<file path="config.mk">
export PLATFORM = sky130hd
export DESIGN_NAME = eflag_spec_ckpt
export DESIGN_NICKNAME = d
export VERILOG_FILES = /design/src/rtl/eflag_pkg.sv /design/src/rtl/eflag_hist_fifo.sv /design/src/rtl/eflag_spec_ckpt.sv
export SDC_FILE = /design/constraint.sdc
export NUM_CORES = 1
export LEC_CHECK = 0
export BUFFER_PORTS_ARGS = -buffer_cell sky130_fd_sc_hd__buf_4
export CORE_UTILIZATION = 50
export DETAILED_ROUTE_END_ITERATION = 7
export GPL_TIMING_DRIVEN = 1
export MAX_ROUTING_LAYER = met4
export PLACE_DENSITY = 0.78
export SLEW_MARGIN = 20
export SYNTH_ARGS = -nofsm -noshare
export SYNTH_HDL_FRONTEND = slang
export SYNTH_HIERARCHICAL = 1
export SYNTH_SLANG_ARGS = --single-unit
</file>
<file path="constraint.sdc">
create_clock -name clk -period 2.5 [get_ports clk]
set_input_delay 0.125 -clock clk [delete_from_list [all_inputs] [get_ports clk]]
set_output_delay 0.125 -clock clk [all_outputs]
set_load 0.01 [all_outputs]
</file>
<file path="src/rtl/eflag_pkg.sv">
// eflag_pkg: shared definitions for the speculative EFLAGS checkpoint block.
//   - architectural flag bit positions
//   - mask of reserved (always-zero) bits in the 18-bit flag image
//   - p_op encoding that selects the IRET flag source
//   - flag-vector typedef
package eflag_pkg;

  localparam int CF = 0;
  localparam int PF = 1;
  localparam int AF = 2;
  localparam int ZF = 3;
  localparam int SF = 4;
  localparam int DF = 7;
  localparam int OF = 8;

  localparam int EFLAG_W = 18;

  // Low nine bits that hold real flags; everything else reads as zero.
  localparam logic [8:0] LIVE_BITS = 9'((1 << CF) | (1 << PF) | (1 << AF) | (1 << ZF) |
                                        (1 << SF) | (1 << DF) | (1 << OF));

  localparam logic [EFLAG_W-1:0] RSVD_MASK = ~EFLAG_W'(LIVE_BITS);

  localparam logic [1:0] P_OP_IRET = 2'b11;

  typedef logic [EFLAG_W-1:0] eflags_t;

endpackage

</file>
<file path="src/rtl/eflag_hist_fifo.sv">
// eflag_hist_fifo: circular history queue of flag images, oldest at head.
//   clk, rst   : clock, async active-high reset
//   push, din  : append din at tail (ignored while full)
//   pop        : drop head (ignored while empty)
//   clear      : empty the queue; wins over push/pop
//   head       : value at head (undefined when empty)
//   cnt        : number of queued entries
//   full       : registered, cnt==DEPTH
//   empty      : cnt==0
module eflag_hist_fifo #(
  parameter int DEPTH = 4,
  parameter int W     = 18
) (
  input  logic                       clk,
  input  logic                       rst,
  input  logic                       push,
  input  logic                       pop,
  input  logic                       clear,
  input  logic [W-1:0]               din,
  output logic [W-1:0]               head,
  output logic [$clog2(DEPTH):0]     cnt,
  output logic                       full,
  output logic                       empty
);

  localparam int PW = $clog2(DEPTH);
  localparam int CW = PW + 1;

  logic [W-1:0]  r_mem [DEPTH];
  logic [PW-1:0] r_wr;
  logic [PW-1:0] r_rd;
  logic [CW-1:0] r_cnt;
  logic          r_full;

  logic          w_push;
  logic          w_pop;
  logic [CW-1:0] w_cnt_nxt;

  assign w_push = push & ~r_full;
  assign w_pop  = pop & (r_cnt != '0);

  assign w_cnt_nxt = clear ? '0 : (r_cnt + CW'(w_push) - CW'(w_pop));

  // Pointers are log2(DEPTH) wide, so they wrap for free.
  always_ff @(posedge clk or posedge rst) begin
    if (rst) begin
      r_wr   <= '0;
      r_rd   <= '0;
      r_cnt  <= '0;
      r_full <= 1'b0;
    end else begin
      r_cnt  <= w_cnt_nxt;
      r_full <= (w_cnt_nxt == CW'(DEPTH));
      if (clear) begin
        r_wr <= '0;
        r_rd <= '0;
      end else begin
        if (w_push) r_wr <= r_wr + PW'(1);
        if (w_pop)  r_rd <= r_rd + PW'(1);
      end
    end
  end

  // Storage needs no reset: nothing reads an entry before it is written.
  always_ff @(posedge clk) begin
    if (w_push) r_mem[r_wr] <= din;
  end

  assign head  = r_mem[r_rd];
  assign cnt   = r_cnt;
  assign full  = r_full;
  assign empty = (r_cnt == '0);

endmodule

</file>
<file path="src/rtl/eflag_spec_ckpt.sv">
// eflag_spec_ckpt: speculative EFLAGS register with in-order history and a
// committed copy. Each accepted Ex instruction produces a merged flag image
// that becomes the new speculative value and is queued; writeback retires
// queue entries into the committed copy; a resteer restores speculative from
// committed and flushes the queue.
//
// Ports:
//   clk, rst        clock, async active-high reset
//   val             instruction in Ex is valid
//   cc_inval        instruction leaves flags unchanged (still queued)
//   cc_in, fmask    ALU flags and per-bit write mask
//   p_op, op2       p_op==IRET selects op2 as the flag source
//   valid_wb        oldest queued instruction retires
//   is_resteer      flush and restore from committed
//   cc_out          speculative flags (registered)
//   cc_commit       committed flags (registered)
//   ready           queue not full (registered)
//   hist_cnt        queued entries
//   wb_underflow    sticky: retire seen with empty queue
//
// Build option: define EFLAG_TRACE_EN to compile a simulation-only event log
// printed to the simulator console. Ports are identical either way.
module eflag_spec_ckpt
  import eflag_pkg::*;
#(
  parameter int                FLAG_W     = 18,
  parameter int                HIST_DEPTH = 4,
  parameter logic [FLAG_W-1:0] RESET_VAL  = '0
) (
  input  logic                          clk,
  input  logic                          rst,
  input  logic                          val,
  input  logic                          cc_inval,
  input  logic [FLAG_W-1:0]             cc_in,
  input  logic [FLAG_W-1:0]             fmask,
  input  logic [1:0]                    p_op,
  input  logic [FLAG_W-1:0]             op2,
  input  logic                          valid_wb,
  input  logic                          is_resteer,
  output logic [FLAG_W-1:0]             cc_out,
  output logic [FLAG_W-1:0]             cc_commit,
  output logic                          ready,
  output logic [$clog2(HIST_DEPTH):0]   hist_cnt,
  output logic                          wb_underflow
);

  localparam logic [FLAG_W-1:0] LIVE_MASK = FLAG_W'(LIVE_BITS);

  logic [FLAG_W-1:0] r_cc_out;
  logic [FLAG_W-1:0] r_cc_commit;
  logic              r_uf;

  logic              w_accept;
  logic              w_pop;
  logic              w_full;
  logic              w_empty;
  logic [FLAG_W-1:0] w_src;
  logic [FLAG_W-1:0] w_nxt;
  logic [FLAG_W-1:0] w_head;
  logic [FLAG_W-1:0] w_commit_nxt;

  assign ready    = ~w_full;
  assign w_accept = val & ready & ~is_resteer;
  assign w_pop    = valid_wb & ~w_empty;

  assign w_src = (p_op == P_OP_IRET) ? op2 : cc_in;
  assign w_nxt = (cc_inval ? r_cc_out : ((w_src & fmask) | (r_cc_out & ~fmask))) & LIVE_MASK;

  // A resteer restores from the committed value *after* this cycle's retire.
  assign w_commit_nxt = w_pop ? w_head : r_cc_commit;

  eflag_hist_fifo #(
    .DEPTH (HIST_DEPTH),
    .W     (FLAG_W)
  ) u_hist (
    .clk   (clk),
    .rst   (rst),
    .push  (w_accept),
    .pop   (w_pop),
    .clear (is_resteer),
    .din   (w_nxt),
    .head  (w_head),
    .cnt   (hist_cnt),
    .full  (w_full),
    .empty (w_empty)
  );

  always_ff @(posedge clk or posedge rst) begin
    if (rst) begin
      r_cc_out    <= RESET_VAL;
      r_cc_commit <= RESET_VAL;
      r_uf        <= 1'b0;
    end else begin
      r_cc_commit <= w_commit_nxt;
      if (is_resteer)    r_cc_out <= w_commit_nxt;
      else if (w_accept) r_cc_out <= w_nxt;
      if (valid_wb & w_empty) r_uf <= 1'b1;
    end
  end

  assign cc_out       = r_cc_out;
  assign cc_commit    = r_cc_commit;
  assign wb_underflow = r_uf;

`ifdef EFLAG_TRACE_EN
  longint      trc_cyc;

  function automatic string fl_str(input logic [FLAG_W-1:0] f);
    return $sformatf("cf=%b pf=%b af=%b zf=%b sf=%b df=%b of=%b",
                     f[CF], f[PF], f[AF], f[ZF], f[SF], f[DF], f[OF]);
  endfunction

  always @(posedge clk or posedge rst) begin
    if (rst) begin
      trc_cyc <= 0;
    end else begin
      trc_cyc <= trc_cyc + 1;
      if (w_pop)
        $display("%0d RETIRE  old[%s] new[%s] cnt=%0d", trc_cyc,
                 fl_str(r_cc_commit), fl_str(w_head), hist_cnt);
      if (is_resteer)
        $display("%0d RESTEER old[%s] new[%s] cnt=%0d", trc_cyc,
                 fl_str(r_cc_out), fl_str(w_commit_nxt), hist_cnt);
      else if (w_accept)
        $display("%0d ACCEPT  old[%s] new[%s] cnt=%0d", trc_cyc,
                 fl_str(r_cc_out), fl_str(w_nxt), hist_cnt);
    end
  end
`endif

endmodule

</file>
==> qor.yml <==
worst_ep_required_time_ns: 2.91
drt-met1-wl_mm: 4.26
swShare_pct: 27.5
power_density_nw_per_um2: 1150
arrival_ns: 2.76
p_int_uw: 5420
grt_max_degree: 35
num_vias: 3025
syn_inst: 287
slew_viol_final: 0
numCtsBuffers: 17
grt_first_pass_wirelength_mm: 16.6
rows: 35
fillCellCount: 632
slew_headroom_pct: 38.3
die_y_um: 101
setup_viol: 0
top_layer_used: "met4"
async_reset_ff_share_pct: 38.5
clock_path_buffers: 2
grt_pass1_vias: 3203
setup_ws_ns: 0.152
synth.largest_area_cell: "edfxtp_1"
ant_nets: 0
yosys-top-cells-area: "edfxtp_1, dfrtp_1, mux4_2"
core-area_um2: 9370
clk_latency_ns: 0.51
drt_iter0_drc: 185
worst_slew_pin_slew_ns: 0.925
seq_area_frac_synth_pct: 67.3
vias_per_cell: 5.27
syn_area_um2: 4880
dieArea_um2: 10200
synth-seq-cells: 117
ir_drop_mv: 0.719
drc: 0
ys_dominant_reg_cell: "edfxtp_1"
dr_wl_met3_um: 360
start_util_pct: 52.1
combPwrFrac_pct: 27.6
p_leak_uw: 0.00270
rsz0062_at_grt: "no"
drive_above_1_share_pct: 36.9
met2_length_mm: 5.82
grt_usage_pct: 23.6
antenna_cells: 0
dr.pass1.iters: 4
cp_max_fo: 5
wirelength_mm: 10.6
clk_pin_slew_ns: 0.05
nets: 501
globalplace.congestion: 0.802
critical_path_class: "reg2reg"
syn_avg_cell_area_um2: 17.0
clockRootBuffer: "clkbuf_8"
run_status: "completed"
clockPowerShare_pct: 34.7
grt_antenna_before_repair: 0
port_buffers: 69
h-tree-depth: 4
finClkSkew_ns: 0.00784
fp.dieW_um: 101
dp_hpwl_mm: 6.48
dp_slack_ns: 0.157
period_share_pct: 93.9
yosysWarnings: 6
synth_enable_flop_cells: 72
ios: 103
power_frac_seq_pct: 37.7
setup_tns_ns: 0
p_switching_uw: 2050
hold_class: "in2reg"
yosysTopAreaCellShare_pct: 44.3
cts_sinks: 117
finalHoldViolCount: 0
critPathCaptureType: "flip-flop"
cts_tree: "done"
setup.worst_path.start_class: "flip-flop"
overflow: 0
area_growth_pct: 33.5
max_cap_violations: 0
fmax_mhz: 426
synth_cell_types: 40
period_minus_slack_ns: 2.35
wl_per_cell_um: 18.6
-- synth_stat cells, types with 2 or more instances --
cell,count
nor2b_1,2
and2_1,4
nor4bb_1,7
xor2_1,2
nand2b_1,8
a22o_1,11
inv_1,16
mux2_4,2
nor2_1,6
buf_6,3
mux2_2,16
buf_4,2
a21oi_1,9
a211oi_1,7
dfrtp_1,45
clkbuf_1,5
mux4_2,18
xnor2_1,2
ha_1,6
a2111oi_0,6
and3_1,7
o21bai_1,7
buf_2,2
edfxtp_1,72
o2bb2ai_1,7
-- cell families (layout without fill, tap and decap cells) --
logic type	count (synthesis)	count (layout)	synth area share, %
AOI/OAI and AO/OA	51	51	8.02
xor gates and xnor gates	4	4	0.718
adders and majority gates	7	7	1.95
buffers and inverters	30	145	3.33
DFF	117	117	67.3
muxes	37	37	12.8
other	1	44	0.0768
and+or+nand+nor	40	40	5.76
-- sequential cells by signal (all words and copies together), names as in the netlist --
register      cells
wb_underflow      1
u_hist/r_wr       2
u_hist/full       1
cc_commit        18
u_hist/r_mem     72
cc_out           18
u_hist/cnt        3
u_hist/r_rd       2
-- cell usage in the layout (no fill, tap or decap), types with 7 or more instances in the layout --
cell	netlist	routed
o2bb2ai_1	7	7
dlygate4sd3_1	0	9
mux2_2	16	16
nor4bb_1	7	7
dfrtp_1	45	43
mux4_2	18	18
a22o_1	11	11
conb_1	1	44
inv_1	16	16
o21bai_1	7	7
clkbuf_16	0	16
buf_4	2	88
a211oi_1	7	7
and3_1	7	7
edfxtp_1	72	72
a21oi_1	9	8
nand2b_1	8	8
-- power by group through the flow --
stage	Combinational [uW]	Sequential (uW)	Clock [uW]
2_1_floorplan	1000	2950	0
3_3_place_gp	1910	2820	0
3_5_place_dp	1970	2840	0
4_1_cts	2010	2820	2620
5_1_grt	2210	2860	2720
6_report	2060	2820	2590
-- per-layer routing --
metal  GRT usage (%)  vias up
met5               -        -
met4            9.48        0
met3            6.93       23
met2            38.9       84
met1            27.2     1553
li1                -     1365
-- worst paths after layout --
kind	start	slack [ns]	cells past startpoint	endpoint
worst max-delay path	u_hist/cnt[1]	0.15	11	u_hist/full
worst min-delay path	fmask[4]	0.06	4	cc_out[4]
worst max register to register	u_hist/cnt[1]	0.15	11	u_hist/full
worst min register to register	wb_underflow	0.47	1	wb_underflow
max in group asynchronous	rst	1.40	4	cc_out[3]
min in group asynchronous	rst	0.14	3	u_hist/cnt[1]
-- area by class of cell --
cell class	instances	area [um^2]	area share [%]
sequential	117	3290	50.5
multi-input combinational	183	1620	24.8
timing repair buffer	97	751	11.5
clock buffer	21	459	7.04
clock inverter	11	178	2.73
tap	129	161	2.48
inverter	16	60.1	0.921
-- worst max-delay path, stage by stage (launching register included) --
cell	delay (ns)
dfrtp_2	0.45
nor3_4	0.27
nor2b_4	0.06
o31ai_1	0.12
inv_1	0.09
ha_1	0.30
inv_1	0.06
ha_1	0.13
inv_1	0.06
fa_2	0.35
xnor2_2	0.16
nor4b_2	0.21
-- stage by stage --
stage | utilization [%] | area, um^2 | power (uW) | hold slack (ns) | std cells
detailed placement | 61.4 | 5760 | 4810 | 0.115 | 530
CTS | 69.2 | 6480 | 7450 | 0.0447 | 571
global route | 69.6 | 6520 | 7790 | 0.0603 | 574
floorplan | - | 5060 | 3950 | -0.0594 | 330
global placement | 61.4 | 5750 | 4720 | 0.105 | 530
finish | 69.6 | 6520 | 7470 | 0.0649 | 574
-- repair_timing --
item | CTS | global route
buffers inserted | 0 | 3
hold buffers | 9 | 0
hold endpoints to repair | 31 | 0
gates resized for setup | 0 | 3
setup endpoints to repair | 0 | 2
(Power assumes the default switching activity.)
